===== src/rtl/pipe_interlock_ctrl.sv =====
// Stall/interlock controller: load-use bubble, HI/LO scoreboard for the
// multi-cycle MDU, MDU start pulses and a saturating stall-cycle counter.
//
//   state | meaning
//   ------+-----------------------------------------------------------
//   IDLE  | no MDU operation in flight, HI/LO valid
//   BUSY  | MDU operation in flight; mcnt counts down, result at mcnt==0
module pipe_interlock_ctrl #(
    parameter int MDU_LAT = 32,
    parameter int CNT_W   = 16
) (
    input  logic             clock,
    input  logic             resetn,
    input  logic [4:0]       d_rs,
    input  logic [4:0]       d_rt,
    input  logic             d_use_rs,
    input  logic             d_use_rt,
    input  logic             d_mdu,
    input  logic             d_hilo_rd,
    input  logic             ewreg,
    input  logic             em2reg,
    input  logic [4:0]       ern,
    output logic             wpcir,
    output logic             e_bubble,
    output logic             mdu_start,
    output logic             mdu_busy,
    output logic             hilo_ready,
    output logic [CNT_W-1:0] stall_cnt
);

    localparam int MW = $clog2(MDU_LAT);
    localparam logic [MW-1:0] RELOAD = MW'(MDU_LAT - 1);

    localparam logic IDLE = 1'b0;
    localparam logic BUSY = 1'b1;

    logic             state_q, state_d;
    logic [MW-1:0]    mcnt_q, mcnt_d;
    logic [CNT_W-1:0] stall_cnt_q, stall_cnt_d;

    logic lu, mwait, stall;

    // A load to $0 never produces a value, so it can never cause a hazard.
    assign lu = ewreg & em2reg & (ern != 5'd0) &
                ((d_use_rs & (ern == d_rs)) | (d_use_rt & (ern == d_rt)));

    assign mdu_busy   = (state_q == BUSY) & (mcnt_q != '0);
    assign mwait      = mdu_busy & (d_hilo_rd | d_mdu);
    assign stall      = lu | mwait;

    assign wpcir      = ~stall;
    assign e_bubble   = stall;
    assign mdu_start  = d_mdu & ~stall;
    assign hilo_ready = ~mdu_busy;
    assign stall_cnt  = stall_cnt_q;

    always_comb begin
        state_d = state_q;
        mcnt_d  = mcnt_q;
        case (state_q)
            IDLE: begin
                if (mdu_start) begin
                    state_d = BUSY;
                    mcnt_d  = RELOAD;
                end
            end
            BUSY: begin
                if (mcnt_q != '0) begin
                    mcnt_d = mcnt_q - MW'(1);
                end else if (mdu_start) begin
                    // back-to-back op: reload without passing through IDLE
                    mcnt_d = RELOAD;
                end else begin
                    state_d = IDLE;
                end
            end
            default: begin
                state_d = IDLE;
                mcnt_d  = '0;
            end
        endcase
    end

    always_comb begin
        stall_cnt_d = stall_cnt_q;
        if (stall && (stall_cnt_q != {CNT_W{1'b1}})) begin
            stall_cnt_d = stall_cnt_q + CNT_W'(1);
        end
    end

    always_ff @(posedge clock or negedge resetn) begin
        if (!resetn) begin
            state_q     <= IDLE;
            mcnt_q      <= '0;
            stall_cnt_q <= '0;
        end else begin
            state_q     <= state_d;
            mcnt_q      <= mcnt_d;
            stall_cnt_q <= stall_cnt_d;
        end
    end

endmodule


===== config.mk =====
export PLATFORM = sky130hd
export DESIGN_NAME = pipe_interlock_ctrl
export DESIGN_NICKNAME = d
export VERILOG_FILES = /design/src/rtl/pipe_interlock_ctrl.sv
export SDC_FILE = /design/constraint.sdc
export NUM_CORES = 1
export LEC_CHECK = 0
export CAP_MARGIN = 25
export CORE_ASPECT_RATIO = 0.5
export CORE_UTILIZATION = 50
export CTS_BUF_LIST = sky130_fd_sc_hd__clkbuf_8
export CTS_CLUSTER_DIAMETER = 100
export CTS_CLUSTER_SIZE = 25
export DETAILED_ROUTE_END_ITERATION = 6
export PLACE_DENSITY = 0.83
export SLEW_MARGIN = 20
export SYNTH_ARGS = -nofsm -noshare
export SYNTH_HDL_FRONTEND = slang
export SYNTH_SLANG_ARGS = --single-unit

===== constraint.sdc =====
create_clock -name clock -period 5.6 [get_ports clock]
set_input_delay 0.56 -clock clock [delete_from_list [all_inputs] [get_ports clock]]
set_output_delay 0.56 -clock clock [all_outputs]
set_load 0.01 [all_outputs]

==> flow_summary_export.csv <==
group,metric,value,unit
outcome,status,"finished, final reports clean",
critical_path,reg2reg_slack,3.29,ns
global_routing,grt_use_total,0.231,
routing,drt_iter0_drc,41,
global_routing,grt_overflow,0,
timing,setup_violations,0,
logic_synthesis,syn_avg_cell_area,10.5,sq um
pwr,clock_power_share,0.144,
timing,slew_viol_final,0,
layout,layout-drive-gt1-share,0.111,
floorplan,die_x,74.6,microns
critical_path,worstPathRequired,5.04,ns
timing,hold_violations,0,
logic_synthesis,synth_top_area_share,0.418,
layout,nets,198,
pwr,swShare,0.373,
clocking,clk_pin_slew,0.08,ns
place,place_inst,202,
timing,period_share,0.566,
pwr,p_total,0.775,mW
global_routing,antenna_found_initial,0,
logic_synthesis,ys_seq_elements,22,
timing,rsz0062_at_grt,"no",
routing,vias_per_cell,5.37,
timing,whs,0.250,ns
logic_synthesis,ys_types,34,
logic_synthesis,ys_seq_area_frac,0.418,
clocking,numCtsBuffers,3,
clocking,post_cts_resized,0,
floorplan,die_y,38.3,microns
logic_synthesis,netlist_area,0.00132,sq mm
logic_synthesis,synthTopCellsByArea,"dfrtp_1, xnor2_1, xor2_1, nor3_1, nand2_1",
pwr,powerDensity,423,mW/mm^2
pwr,p_leak,0.705,nW
timing,slew_headroom,0.652,
floorplan,die_area,0.00285,sq mm
clocking,cts_root_buffer,"clkbuf_8",
place,gp_congestion,0.767,
critical_path,r2r.worst_path.cells,7,
layout,area_delta_synth_final,39.0,%
floorplan,core_area,0.00234,sq mm
timing,clock_skew,0.00912,ns
routing,wl_per_cell,14.0,microns
clocking,postCtsHoldBufs,0,
pwr,p_seq_frac,0.395,
logic_synthesis,synth.largest_area_cell,"dfrtp_1",
critical_path,endpoint,"mdu_start",
routing,m1WireLength,1260,microns
run,maxCapViolations,0,
logic_synthesis,yosysWarnings,0,
pwr,combPwrFrac,0.460,
place,hpwl,2270,microns
logic_synthesis,synth_nets,151,
critical_path,crit_arrival,2.61,ns
routing,top_layer,"met4",
layout,final_cell_count_no_fill,206,
routing,vias,1106,
critical_path,cp_slowest_stage_delay,0.53,ns
routing,dr.pass1.iters,6,
critical_path,crit_type,"in -> out",
hold_path,min_path_type,"in -> async",
place,pre_cts_ws,2.43,ns
pwr,intPower,0.486,mW
place,placed_cell_area,0.00178,sq mm
routing,wl_met2,1300,microns
pwr,p_switching,0.289,mW
global_routing,grt_max_degree,23,
critical_path,cp-start-kind,"input port",
routing,routed_wl,2880,microns
timing,max_freq,316,MHz
routing,route.met3.wl,279,microns
floorplan,start_util,0.562,
logic_synthesis,synthCells,125,
layout,post-route-util,0.781,
critical_path,cp_cell_sequence,"clkdlybuf4s50_1 > or3_1 > o311a_4 > nand2_1 > nand2_1 > nor2_1 > clkdlybuf4s50_1",
clocking,clock_latency,0.26,ns
layout,diodes,0,
clocking,cts_tree,"done",
layout,design_area,0.00183,sq mm
global_routing,grt_first_pass_wirelength,4620,microns
clocking,clkSinkCount,22,
floorplan,pin_count,44,
timing,worst_slack,2.43,ns
place,io_buffers,43,
critical_path,crit_slowest_cell,"clkdlybuf4s50_1",
clocking,cts_buffer_depth,2,
routing,antenna_left,0,
timing,period_minus_slack,3.17,ns
critical_path,path_max_fanout,4,
critical_path,r2r-end,"stall_cnt[1]",
pwr,irDropWorstVdd,0.000250,V
critical_path,rr_startpoint,"mcnt_q[0]",
critical_path,cp-startpoint,"ern[0]",
timing,finalSetupTns,0,ns
critical_path,critPathCaptureType,"primary output",
clocking,post_cts_buffers,0,
floorplan,num_rows,12,
global_routing,grt_pass1_vias,989,
timing,worstMarginPinSlew,0.520,ns
routing,drc_errors,0,
clocking,htree_levels,1,
final cells by class:
cell class | instances | area (sq um)
flip-flops and latches | 22 | 551
repair buffers | 43 | 425
clock buffers | 4 | 55.1
inverters | 6 | 25.0
well taps | 35 | 43.8
multi-input cells | 96 | 729
fillers | 178 | 513
Yosys cell counts:
master and count:
a31oi_1 2, nor4b_1 1, inv_1 5, o21ai_2 1, nand3_1 6, a21o_2 1
o21a_1 2, o22ai_4 1, buf_6 1, inv_4 1, mux2_4 1, mux2_2 1
nand2_1 13, nand4_1 3, a21oi_1 1, mux2_1 1, a21boi_4 1, xnor2_1 13
dfrtp_1 22, ha_1 3, nor2_1 10, nor4_2 1, a22oi_1 1, a211oi_1 1
xor2_1 10, nor3_2 1, or3_1 4, nor3_1 11, a211oi_2 1, o311a_4 1
o21ai_0 1, o41ai_4 1, nor4b_2 1, a31oi_4 1
per-layer routing:
layer / GRT usage / vias to the layer above
met3: 0.0658 / 7
li1: - / 534
met5: 0 / -
met2: 0.381 / 46
met4: 0.0943 / 0
met1: 0.292 / 519
registers in the layout, indices dropped and copies added (netlist names):
signal,flops
mcnt_q,5
stall_cnt,16
state_q,1
logic make-up after synthesis:
family | Yosys count | synth area share
AO/OA/AOI/OAI | 16 | 0.145
flip-flops | 22 | 0.418
XOR/XNOR | 23 | 0.153
adder cells (fa/ha/maj) | 3 | 0.0285
multiplexers | 3 | 0.0285
buffers and inverters | 7 | 0.0276
AND/OR/NAND/NOR | 51 | 0.199
critical path: cells and delay by family:
family	cells	cell delay, ns
and+or+nand+nor	4	0.68
buffers and inverters	2	1.00
AOI/OAI and AO/OA	1	0.36
power by group through the flow:
stage          Clock [mW]  Combinational, mW  Sequential [mW]
2_1_floorplan           0              0.180            0.317
3_3_place_gp            0              0.347            0.303
3_5_place_dp            0              0.358            0.309
4_1_cts             0.115              0.361            0.306
5_1_grt             0.119              0.393            0.319
6_report            0.112              0.357            0.306
worst min path at each step:
stage / endpoint / startpoint / slack [ns]
3_3_place_gp: stall_cnt[10] / stall_cnt[10] / 0.48
6_report: stall_cnt[2] / resetn / 0.25
5_1_grt: mcnt_q[4] / resetn / 0.30
2_1_floorplan: mcnt_q[0] / resetn / 0.26
3_5_place_dp: stall_cnt[6] / stall_cnt[6] / 0.49
4_1_cts: stall_cnt[6] / stall_cnt[6] / 0.50
layout by cell type (no fill, tap or decap), drive strengths merged:
master	instances
a21oi	1
nor4b	2
clkbuf	4
a31oi	3
buf	1
nor3	12
o41ai	1
dfrtp	22
mux2	3
clkdlybuf4s50	42
nor4	1
xnor2	13
nand3	6
o311a	1
xor2	10
nor2	10
o21a	2
a21boi	1
inv	6
a21o	1
nand4	3
a22oi	1
a211oi	2
o22ai	1
or3	4
ha	3
nand2	13
o21ai	2
(Power assumes the default switching activity.)
